--- config.mk ---
export PLATFORM = sky130hd
export DESIGN_NAME = uart_rx_flat
export DESIGN_NICKNAME = d
export VERILOG_FILES = /design/src/rtl/uart_rx_if.sv /design/src/rtl/uart_rx.sv /design/src/flat_wrapper.sv
export SDC_FILE = /design/constraint.sdc
export NUM_CORES = 1
export LEC_CHECK = 0
export BUFFER_PORTS_ARGS = -buffer_cell sky130_fd_sc_hd__clkbuf_2
export CAP_MARGIN = 25
export CORE_MARGIN = 5
export CORE_UTILIZATION = 50
export CTS_CLUSTER_DIAMETER = 120
export CTS_CLUSTER_SIZE = 24
export DETAILED_ROUTE_END_ITERATION = 6
export PLACE_DENSITY_LB_ADDON = 0.25
export SLEW_MARGIN = 20
export SYNTH_ARGS = -nofsm -noshare
export SYNTH_HDL_FRONTEND = slang
export SYNTH_SLANG_ARGS = --single-unit
export TNS_END_PERCENT = 20
--- constraint.sdc ---
create_clock -name clk -period 2.3 [get_ports clk]
set_input_delay 0.46 -clock clk [delete_from_list [all_inputs] [get_ports clk]]
set_output_delay 0.46 -clock clk [all_outputs]
set_load 0.005 [all_outputs]
--- src/rtl/uart_rx_if.sv ---
// UART receive port bundle: serial line and sample strobe in, frame results out.
// Latency: none (wiring only).
// Backpressure: none; results are pulses with no consumer handshake.
//
// Signals:
//   RxD        serial line, idle high, asynchronous to clk
//   SampleTick one-clk strobe at OVERSAMPLE x baud
//   RxD_data   last good frame payload, LSB first on the wire
//   RxD_valid  one-clk pulse when RxD_data is updated
//   Frame_err  one-clk pulse when a stop bit is sampled low
//   Busy       receiver is inside a frame
interface uart_rx_if #(
    parameter int BITS = 8
);
    logic            RxD;
    logic            SampleTick;
    logic [BITS-1:0] RxD_data;
    logic            RxD_valid;
    logic            Frame_err;
    logic            Busy;

    // Driver side: the line and the tick source.
    modport master (
        output RxD,
        output SampleTick,
        input  RxD_data,
        input  RxD_valid,
        input  Frame_err,
        input  Busy
    );

    // Receiver side.
    modport slave (
        input  RxD,
        input  SampleTick,
        output RxD_data,
        output RxD_valid,
        output Frame_err,
        output Busy
    );
endinterface

--- src/rtl/uart_rx.sv ---
// Oversampled UART receiver: synchronises RxD, finds mid start bit, shifts BITS data bits LSB-first, checks stop bit.
// Latency: result pulse one clk after the mid-stop-bit sample (~2 sync + OVERSAMPLE/2 + OVERSAMPLE*(BITS+1) ticks from start edge).
// Backpressure: none; RxD_data is simply overwritten by each good frame.
//
// Ports: clk (rising edge), rst (synchronous, active-high),
//        bus (uart_rx_if.slave): RxD, SampleTick in; RxD_data, RxD_valid, Frame_err, Busy out.
module uart_rx #(
    parameter int BITS       = 8,
    parameter int OVERSAMPLE = 16
) (
    input  logic     clk,
    input  logic     rst,
    uart_rx_if.slave bus
);
    localparam int TW = $clog2(OVERSAMPLE);
    localparam int BW = $clog2(BITS + 1);

    localparam logic [TW-1:0] TICK_MID  = TW'(OVERSAMPLE / 2 - 1);
    localparam logic [TW-1:0] TICK_LAST = TW'(OVERSAMPLE - 1);
    localparam logic [BW-1:0] BIT_LAST  = BW'(BITS - 1);

    typedef enum logic [1:0] {
        IDLE,
        START,
        DATA,
        STOP
    } state_t;

    state_t          state_q, state_d;
    logic [TW-1:0]   tick_q, tick_d;
    logic [BW-1:0]   bit_q, bit_d;
    logic [BITS-1:0] shift_q, shift_d;
    logic [BITS-1:0] data_q, data_d;
    logic            valid_q, valid_d;
    logic            ferr_q, ferr_d;
    // Set after a bad stop bit: hold in STOP until the line returns high,
    // so a long break reports only one framing error.
    logic            err_wait_q, err_wait_d;
    logic            rxd_meta_q, rxd_s_q;
    logic [BITS:0]   shift_in;

    assign shift_in = {rxd_s_q, shift_q};

    always_ff @(posedge clk) begin
        if (rst) begin
            rxd_meta_q <= 1'b1;
            rxd_s_q    <= 1'b1;
            state_q    <= IDLE;
            tick_q     <= '0;
            bit_q      <= '0;
            shift_q    <= '0;
            data_q     <= '0;
            valid_q    <= 1'b0;
            ferr_q     <= 1'b0;
            err_wait_q <= 1'b0;
        end else begin
            rxd_meta_q <= bus.RxD;
            rxd_s_q    <= rxd_meta_q;
            state_q    <= state_d;
            tick_q     <= tick_d;
            bit_q      <= bit_d;
            shift_q    <= shift_d;
            data_q     <= data_d;
            valid_q    <= valid_d;
            ferr_q     <= ferr_d;
            err_wait_q <= err_wait_d;
        end
    end

    always_comb begin
        state_d    = state_q;
        tick_d     = tick_q;
        bit_d      = bit_q;
        shift_d    = shift_q;
        data_d     = data_q;
        valid_d    = 1'b0;
        ferr_d     = 1'b0;
        err_wait_d = err_wait_q;

        case (state_q)
            IDLE: begin
                // Start-edge detection runs every clk, independent of SampleTick.
                if (!rxd_s_q) begin
                    state_d = START;
                    tick_d  = '0;
                    bit_d   = '0;
                end
            end

            START: begin
                if (bus.SampleTick) begin
                    if (tick_q == TICK_MID) begin
                        tick_d  = '0;
                        bit_d   = '0;
                        // Line back high at mid start bit means it was a glitch.
                        state_d = rxd_s_q ? IDLE : DATA;
                    end else begin
                        tick_d = tick_q + TW'(1);
                    end
                end
            end

            DATA: begin
                if (bus.SampleTick) begin
                    if (tick_q == TICK_LAST) begin
                        shift_d = shift_in[BITS:1];
                        tick_d  = '0;
                        bit_d   = bit_q + BW'(1);
                        if (bit_q == BIT_LAST) begin
                            state_d = STOP;
                            bit_d   = '0;
                        end
                    end else begin
                        tick_d = tick_q + TW'(1);
                    end
                end
            end

            STOP: begin
                if (err_wait_q) begin
                    if (rxd_s_q) begin
                        state_d    = IDLE;
                        err_wait_d = 1'b0;
                        tick_d     = '0;
                    end
                end else if (bus.SampleTick) begin
                    if (tick_q == TICK_LAST) begin
                        tick_d = '0;
                        if (rxd_s_q) begin
                            data_d  = shift_q;
                            valid_d = 1'b1;
                            state_d = IDLE;
                        end else begin
                            ferr_d     = 1'b1;
                            err_wait_d = 1'b1;
                        end
                    end else begin
                        tick_d = tick_q + TW'(1);
                    end
                end
            end
        endcase
    end

    assign bus.RxD_data  = data_q;
    assign bus.RxD_valid = valid_q;
    assign bus.Frame_err = ferr_q;
    assign bus.Busy      = (state_q != IDLE);
endmodule

--- src/flat_wrapper.sv ---
// flat-port wrapper written by rule: the top's interface ports become plain ports
module uart_rx_flat 
#(
    parameter int BITS       = 8,
    parameter int OVERSAMPLE = 16
)
  (clk, rst, bus_RxD, bus_SampleTick, bus_RxD_data, bus_RxD_valid, bus_Frame_err, bus_Busy);
  uart_rx_if #(.BITS(BITS)) bus_i ();
  input  logic clk;
  input  logic rst;
  input wire logic [$bits(bus_i.RxD)-1:0] bus_RxD;
  input wire logic [$bits(bus_i.SampleTick)-1:0] bus_SampleTick;
  output wire logic [$bits(bus_i.RxD_data)-1:0] bus_RxD_data;
  output wire logic [$bits(bus_i.RxD_valid)-1:0] bus_RxD_valid;
  output wire logic [$bits(bus_i.Frame_err)-1:0] bus_Frame_err;
  output wire logic [$bits(bus_i.Busy)-1:0] bus_Busy;
  assign bus_i.RxD = bus_RxD;
  assign bus_i.SampleTick = bus_SampleTick;
  assign bus_RxD_data = bus_i.RxD_data;
  assign bus_RxD_valid = bus_i.RxD_valid;
  assign bus_Frame_err = bus_i.Frame_err;
  assign bus_Busy = bus_i.Busy;
  uart_rx #(.BITS(BITS), .OVERSAMPLE(OVERSAMPLE)) u_core (.clk(clk), .rst(rst), .bus(bus_i));
endmodule
# Word level (Yosys, flattened, before mapping)
# Index checks and enable logic that the tools add are counted.
[word_totals]
regBits = 31
input_bits = 4
out_inout_bits = 11
wordCells = 72
[classes]
add_sub_neg = 2
eq_ne = 15
mux = 31
bitwise_logic = 4
n_reduce_logical = 10
[op_table]
columns = ["operator", "n"]
rows = [
  ["$mux 4", 12],
  ["$mux 2", 11],
  ["$pmux 4 s4", 1],
  ["$pmux 4 s3", 1],
  ["$add 4x1->4 const B", 2],
  ["$eq 4x3->1 const B", 2],
  ["$pmux 2 s4", 1],
  ["$reduce_and 8->1", 1],
  ["$ne 2x1->1 const B", 3],
  ["$ne 2x2->1 const B", 3],
  ["$reduce_and 3->1", 2],
  ["$reduce_and 6->1", 1],
  ["$mux 1", 5],
  ["$reduce_and 5->1", 1],
  ["$reduce_or 5->1", 1],
  ["$eq 2x2->1 const B", 2],
  ["$eq 4x4->1 const B", 1],
  ["$not 1->1", 4],
  ["$ne 3x1->1 const B", 1],
  ["$ne 3x2->1 const B", 1],
  ["$ne 3x3->1 const B", 1],
  ["$reduce_bool 3->1", 1],
  ["$reduce_or 3->1", 1],
  ["$eq 2x1->1 const B", 1],
  ["other kinds (2)", 2],
]

# Logic depth before layout (Yosys ltp)
# Gate-level depths: netlist of the first run.
[logic_depth]
word_depth = 5
depth_mapped = 7
depth_no_buf = 5

# Worst setup path before layout of the first run
# OpenSTA, ideal clock, no wires.
[synth_timing]
path_type = "register to register"
startpoint = "reg u_core.tick_q[1]"
endpoint = "reg u_core.bit_q[2]"
setup_time_ns = 0.120
t_arrival_ns = 1.606
t_required_ns = 2.180
path_slack_ns = 0.574
path_stages_with_launch = 8
n_path_buf = 2
synth_period_minus_slack_ns = 1.726
cell_sequence = "dfxtp_1 > ha_1 > buf_4 > nand4_4 > or2_1 > buf_2 > o211a_1 > a211o_1"
[synth_via]
elab_chain_len = 3
word_cells_on_any_way = 5
cone_classes = "4 x eq/ne; 1 x reduce/logical"
[synth_rtl]
columns = ["item", "line_no", "rtl"]
rows = [
  ["from (decl)", "uart_rx.sv:30", "logic [TW-1:0] tick_q, tick_d;"],
  ["from (signal assigned)", "uart_rx.sv:60", "tick_q <= tick_d;"],
  ["$eq 4x4->1 / $eq 4x3->1 (equally long branches)", "uart_rx.sv:105, uart_rx.sv:92", ""],
  ["$ne 2x1->1 (no line)", "n/a", ""],
  ["$reduce_and 6->1 (no line) *", "n/a", ""],
  ["to (signal assigned)", "uart_rx.sv:61", "bit_q <= bit_d;"],
  ["to (decl)", "uart_rx.sv:31", "logic [BW-1:0] bit_q, bit_d;"],
]
# Every way passes the cells marked *; elsewhere a longest branch is shown, timed or not.
# A chain may end at the register's enable or synchronous reset.

# Worst setup path in the final report of the first run
[layout_timing]
startpoint = "reg u_core.tick_q[1]"
endpoint = "reg u_core.bit_q[3]"
# Same word-level chain as after synthesis.

==> summary.md, run 1 <==
| Metric | Value |
|---|---|
| Final Power | `877.6 uW` |
| Hold slack | `320.2 ps` |
| Initial antenna violation count | `0` |
| Area of the multi-input gates | `758.2 sq um` |
| Tmin final | `2072 ps` |
| Die area | `around 4100 sq um` |
| Type of origin of the critical path | `register` |
| # diodes | `0` |
| CTS Buf Count | `5` |
| Final hold viol count | `0` |
| First-pass GRT wire length | `5382 um` |
| Worst Setup SP | `u_core.tick_q[1]$_SDFFE_PP0P_` |
| Worst skew pair latency | `320 ps` |
| Crit path DAT | `2320 ps` |
| Critical path class | `register to register` |
| Syn-to-layout area delta | `10.30%` |
| P per Cell Area | `between 500 and 600 nW/um^2` |
| Drt pass-1 iters | `4` |
| Top post-synthesis cells by count | `31 x dfxtp_1, 23 x nand2_1, 14 x nor2_1` |
| Compound-Gate Fraction of Synth Area | `0.1879` |
| Fin crit share | `0.9009` |
| H-tree levels | `2` |
| Clock power share | `0.334` |
| Worst Hold Launch | `bus_RxD` |
| Num rows | `19` |
| Xor and xnor fraction of the mapped netlist area | `0` |
| Largest family of logic cells by synthesized area | `simple AND/OR/NAND/NOR gates` |
| # DRC | `0` |
| Post-synth cell types | `40` |
| Post-Synthesis Cells | `roughly 170` |
| Pins Over Slew Limit | `0` |
| Worst Clk Skew | `7.059 ps` |
| YS warnings | `0` |
| Hold_buf cts | `0` |
| HP Class | `input port to register` |
| Post-CTS setup buffers | `0` |
| GRT Total Usage | `0.1625` |
| Sw Pwr | `203.9 uW` |
| Final nets | `around 190` |
| Post-route ant nets | `0` |
| Die width | `approximately 64 um` |
| Setup TNS | `0 ps` |
| Clock Tree Buf Depth | `2` |
| Starting Density | `0.5240` |
| Finish-stage setup viols | `0` |
| CTS Sinks | `31` |
| Ys async rst share | `0` |
| Most frequent cell after synthesis | `dfxtp_1` |
| Switching fraction of total power | `0.2323` |
| Total gr overflow | `0` |
| # fillers | `250` |
| Starting DRT DRC Count | `slightly below 60` |
| Port bufs | `14` |
| Post-synth EDFFs | `0` |
| Mux cell area share after synthesis | `0.05541` |
| Vias in the first global route | `1197` |
| Root Buffer | `clkbuf_4` |
| PostCTS Resize Cnt | `0` |
| Sequential share of power | `0.622` |
| Hpwl dp | `2131 um` |
| Final wirelength | `3037 um` |
| CTS tree | `yes` |
| Clock Pin Slew Worst Setup and Hold Paths | `90 ps` |
| Vias per cell | `5.835` |
| Layout cells sized above 1 | `0.1878` |
| Worst vdd ir | `roughly 530 uV` |
| Max-cap violation count | `0` |
| R2R Path Start | `u_core.tick_q[1]$_SDFFE_PP0P_` |
| Crit Path Max Fanout | `10` |
| Post-Synth Simple-Gate Area | `0.2597` |
| Vias | `1237` |
| Wirelength per Cell | `14.33 um` |
| Status | `finished clean` |
| Setup ws final | `227.9 ps` |
| Mean Syn Cell Area | `8.706 sq um` |
| Crit. End Element | `register` |
| Io pins | `15` |
| Height of the die | `63.76 um` |
| Worst Path Required | `~2600 ps` |
| Max-slew headroom | `0.6275` |
| Syn Nets | `172` |
| Sequential cell area | `620.6 sq um` |
| Pre-CTS setup slack | `around 310 ps` |
| Routability Congestion | `0.8502` |
| Final Util | `0.5780` |
| Pint | `roughly 670 uW` |
| Static leakage | `between 0.5 and 0.6 nW` |
| Post-Synth Adder-Cell Area | `0.01732` |
| Worst Tran Pin Value | `558.0 ps` |
| Top-area cell type share of the netlist area | `0.4294` |
| Maximum number of pins on one net before global-route repair | `22` |
| Core area | `2758 sq um` |
| Mapped cell area | `1445 sq um` |
| Top FF cell, synth | `dfxtp_1` |
| Seq cells post-synth | `31` |
| Gate power share | `0.045` |
| Main area contributors after synthesis | `dfxtp_1 43%, nand2_1 6.0%, mux2i_1 5.5%` |
| Sequential area share after synthesis | `0.4294` |
| F_max | `between 400 and 500 MHz` |
| Unrepaired setup endpoints after global routing | `no` |
| Area leader, netlist | `dfxtp_1` |
==> power by group through the flow <==
| stage | clock network (mW) | logic [mW] | registers (mW) |
|---|---|---|---|
| 2_1_floorplan | 0 | 0.0298 | 0.553 |
| 3_3_place_gp | 0 | 0.0372 | 0.558 |
| 3_5_place_dp | 0 | 0.0389 | 0.558 |
| 4_1_cts | 0.302 | 0.0390 | 0.546 |
| 5_1_grt | 0.320 | 0.0427 | 0.547 |
| 6_report | 0.293 | 0.0392 | 0.546 |
==> layer usage <==
metal  part of all wire  track usage  vias up
li1                   -            -      633
met1               0.48       0.2208      563
met2               0.46       0.2449       36
met3              0.054      0.04553        5
met4              0.012      0.06234        0
met5                  0            0        -
==> layout by cell type (no fill, tap or decap), types with 3 or more instances in the layout <==
cell type,count
nor2_1,14
and2_1,3
dfxtp_1,31
nand3_1,5
or2_2,4
nand2_1,23
inv_1,3
nor3_1,3
buf_4,6
o21ai_0,3
a32o_1,3
a21oi_1,13
clkbuf_4,5
a31oi_1,4
o211ai_1,3
clkbuf_2,14
mux2i_1,8
==> state kept, by name, indices dropped and copies added, names as in the netlist, named ones only <==
| signal | cells |
|---|---|
| u_core.bus.Frame_err | 1 |
| u_core.bus.RxD_valid | 1 |
| u_core.shift_q | 8 |
| u_core.bit_q | 4 |
| u_core.tick_q | 4 |
| u_core.err_wait_q | 1 |
| u_core.rxd_s_q | 1 |
| u_core.rxd_meta_q | 1 |
| u_core.bus.RxD_data | 8 |
| u_core.state_q | 1 |
==> final timing paths <==
kind / endpoint / slack [ps] / cells after the start
worst min register to register: u_core.rxd_s_q$_SDFF_PP1_ / 430 / 1
worst max-delay path: u_core.bit_q[3]$_SDFFE_PP0P_ / 230 / 5
worst min-delay path: u_core.rxd_meta_q$_SDFF_PP1_ / 320 / 2
worst max register to register: u_core.bit_q[3]$_SDFFE_PP0P_ / 230 / 5
==> cell families after synthesis <==
kind of cell    count (synthesis)
compound gates                 39
fa+ha+maj                       2
buf+inv                        16
flops                          31
mux                             8
simple gates                   70
==> area by class of cell <==
class	instances	share of cell area
timing repair buffer	20	0.07221
clock inverter	1	0.003140
inverter	3	0.007064
clock buffer	7	0.02826
tap	31	0.02433
multi-input combinational	119	0.4757
sequential	31	0.3893
==> per-stage QoR <==
stage / cells / cell area (sq um)
global placement: 204 / 1544
floorplan: 166 / 1445
finish: 212 / 1594
CTS: 212 / 1594
detailed placement: 204 / 1544
global route: 212 / 1594
==> worst max-delay path: stages, from the launching register on <==
cell and delay [ps]:
dfxtp_1 430, ha_1 430, nand4_4 200, or2_1 280, or4_1 480, a31oi_1 180
Note: power is estimated with default switching activity, not from simulation.
==> inputs of run 2 (changes only) <==
- PLACE_DENSITY: unset -> 0.69
- PLACE_DENSITY_LB_ADDON: 0.25 -> unset
==> summary.md, run 2 (synthesis gave the netlist of run 1 again) <==
| Metric | Value |
|---|---|
| Syn-to-layout area delta | `12.81%` |
| PostCTS Resize Cnt | `0 (unchanged)` |
| Worst Clk Skew | `16.62 ps (+9.558 ps)` |
| F_max | `489.0 MHz (+1.3%)` |
| # fillers | `261 (+4.4%)` |
| Status | `finished clean` |
| Height of the die | `63.76 um (unchanged)` |
| # diodes | `0 (unchanged)` |
| Final nets | `186 (unchanged)` |
| Starting Density | `0.5240 (unchanged)` |
| Vias per cell | `5.929 (+1.6%)` |
| Initial antenna violation count | `0 (unchanged)` |
| Unrepaired setup endpoints after global routing | `no` |
| Post-CTS setup buffers | `0 (unchanged)` |
| Worst vdd ir | `465.8 uV (-13%)` |
| Io pins | `15 (unchanged)` |
| Worst Hold Launch | `bus_RxD` |
| Critical path class | `register to register` |
| Static leakage | `0.6073 nW (+3.2%)` |
| Total gr overflow | `0 (unchanged)` |
| Setup TNS | `0 ps (unchanged)` |
| Max-slew headroom | `0.6282 (+0.0006640)` |
| Hold_buf cts | `0 (unchanged)` |
| Family with the most delay on the worst path | `simple AND/OR/NAND/NOR gates` |
| Final hold viol count | `0 (unchanged)` |
| Num rows | `19 (unchanged)` |
| CTS Sinks | `31 (unchanged)` |
| HP Class | `input port to register` |
| Hpwl dp | `2124 um (-0.33%)` |
| Crit Path Max Fanout | `10 (unchanged)` |
| CTS tree | `yes` |
| Post-route ant nets | `0 (unchanged)` |
| Max-cap violation count | `0 (unchanged)` |
| Vias | `1257 (+1.6%)` |
| Final wirelength | `3011 um (-0.86%)` |
| Worst Path Required | `2560 ps (about the same)` |
| Core area | `2758 sq um (unchanged)` |
| Die width | `63.76 um (unchanged)` |
| Worst path slowest cell | `or4_1` |
| First-pass GRT wire length | `5499 um (+2.2%)` |
| Clock Tree Buf Depth | `2 (unchanged)` |
| Setup ws final | `255.2 ps (+27.30 ps)` |
| Worst Setup SP | `u_core.tick_q[0]$_SDFFE_PP0P_` |
| Starting DRT DRC Count | `68 (+17%)` |
| Type of origin of the critical path | `register` |
| Most common cell after layout, fill and taps aside | `dfxtp_1` |
| P per Cell Area | `629.5 nW/um^2 (+14%)` |
| Root Buffer | `clkbuf_4` |
| Wirelength per Cell | `14.20 um (-0.86%)` |
| R2R Path Start | `u_core.tick_q[0]$_SDFFE_PP0P_` |
| Crit. End Element | `register` |
| Worst Tran Pin Value | `557.0 ps (-0.9934 ps)` |
| GRT Total Usage | `0.1656 (+0.003105)` |
| Finish-stage setup viols | `0 (unchanged)` |
| CP max stage delay | `470 ps (about the same)` |
| Vias in the first global route | `1192 (-0.42%)` |
| Worst skew pair latency | `330 ps (about the same)` |
| H-tree levels | `2 (unchanged)` |
| Pre-CTS setup slack | `262.5 ps (-46.06 ps)` |
| Drt pass-1 iters | `4 (unchanged)` |
| Most frequent cells in the layout | `31 x dfxtp_1, 23 x nand2_1, 14 x nor2_1, 14 x clkbuf_2, 13 x a21oi_1` |
| Maximum number of pins on one net before global-route repair | `22 (unchanged)` |
| Fin crit share | `0.8890 (-0.01187)` |
| Layout cells sized above 1 | `0.1989 (+0.01105)` |
| WP buf/inv | `0 (unchanged)` |
| Port bufs | `14 (unchanged)` |
| Clock Pin Slew Worst Setup and Hold Paths | `100 ps (about the same)` |
| Tmin final | `2045 ps (-27.30 ps)` |
| Die area | `4065 sq um (unchanged)` |
| Crit path DAT | `2310 ps (about the same)` |
| Pins Over Slew Limit | `0 (unchanged)` |
| # DRC | `0 (unchanged)` |
| Crit-path cells | `ha_1 > nand4_4 > or2_1 > or4_1 > a31oi_1` |
| Routability Congestion | `0.8241 (-3.1%)` |
| CTS Buf Count | `5 (unchanged)` |
-- run 2: changes by cell type in the layout (fill, tap and decap cells not counted) --
cell / before / now
bufinv_16: 0 / 1
clkbuf_8: 0 / 1
clkbuf_1: 2 / 0
-- run 2: power by group --
| part | internal, mW | leakage [nW] | switching (mW) | total (mW) |
|---|---|---|---|---|
| sequential | 0.539 | 0.250 | 0.00632 | 0.546 |
| combinational | 0.0155 | 0.309 | 0.0231 | 0.0386 |
| clock | 0.257 | 0.0482 | 0.185 | 0.442 |
| total | 0.812 | 0.607 | 0.215 | 1.03 |
-- run 2: per-stage QoR --
stage	total power, mW	cells	area (sq um)	utilization	hold WS, ps
2_1_floorplan	0.5830	166	1445	-	389.5
3_3_place_gp	0.5957	204	1544	0.5599	400.7
3_5_place_dp	0.5966	204	1544	0.5599	399.3
4_1_cts	1.040	212	1630	0.5912	310.6
5_1_grt	1.081	212	1630	0.5912	313.0
6_report	1.026	212	1630	0.5912	324.0
-- run 2: path summary, 6_finish.rpt --
path / to / slack, ps / depth (start not counted)
worst min register to register: u_core.rxd_s_q$_SDFF_PP1_ / 420 / 1
worst max-delay path: u_core.bit_q[3]$_SDFFE_PP0P_ / 260 / 5
worst max register to register: u_core.bit_q[3]$_SDFFE_PP0P_ / 260 / 5
worst min-delay path: u_core.rxd_meta_q$_SDFF_PP1_ / 320 / 2
-- run 2: layout make-up --
cell class | instances | area (sq um) | share of cell area
Tap cell | 31 | 38.79 | 0.02379
Sequential cell | 31 | 620.6 | 0.3807
Multi-Input combinational cell | 119 | 758.2 | 0.4651
Clock inverter | 2 | 35.03 | 0.02149
Timing Repair Buffer | 20 | 115.1 | 0.07061
Clock buffer | 6 | 51.30 | 0.03147
Inverter | 3 | 11.26 | 0.006907
-- run 2: routing by layer --
metal  GRT usage  routed length [um]  vias to the layer above
met5           0                   0                        -
met4     0.05455                  18                        0
met3     0.05079                 171                        2
met2      0.2690                1436                       33
met1      0.2092                1384                      588
li1            -                   -                      634
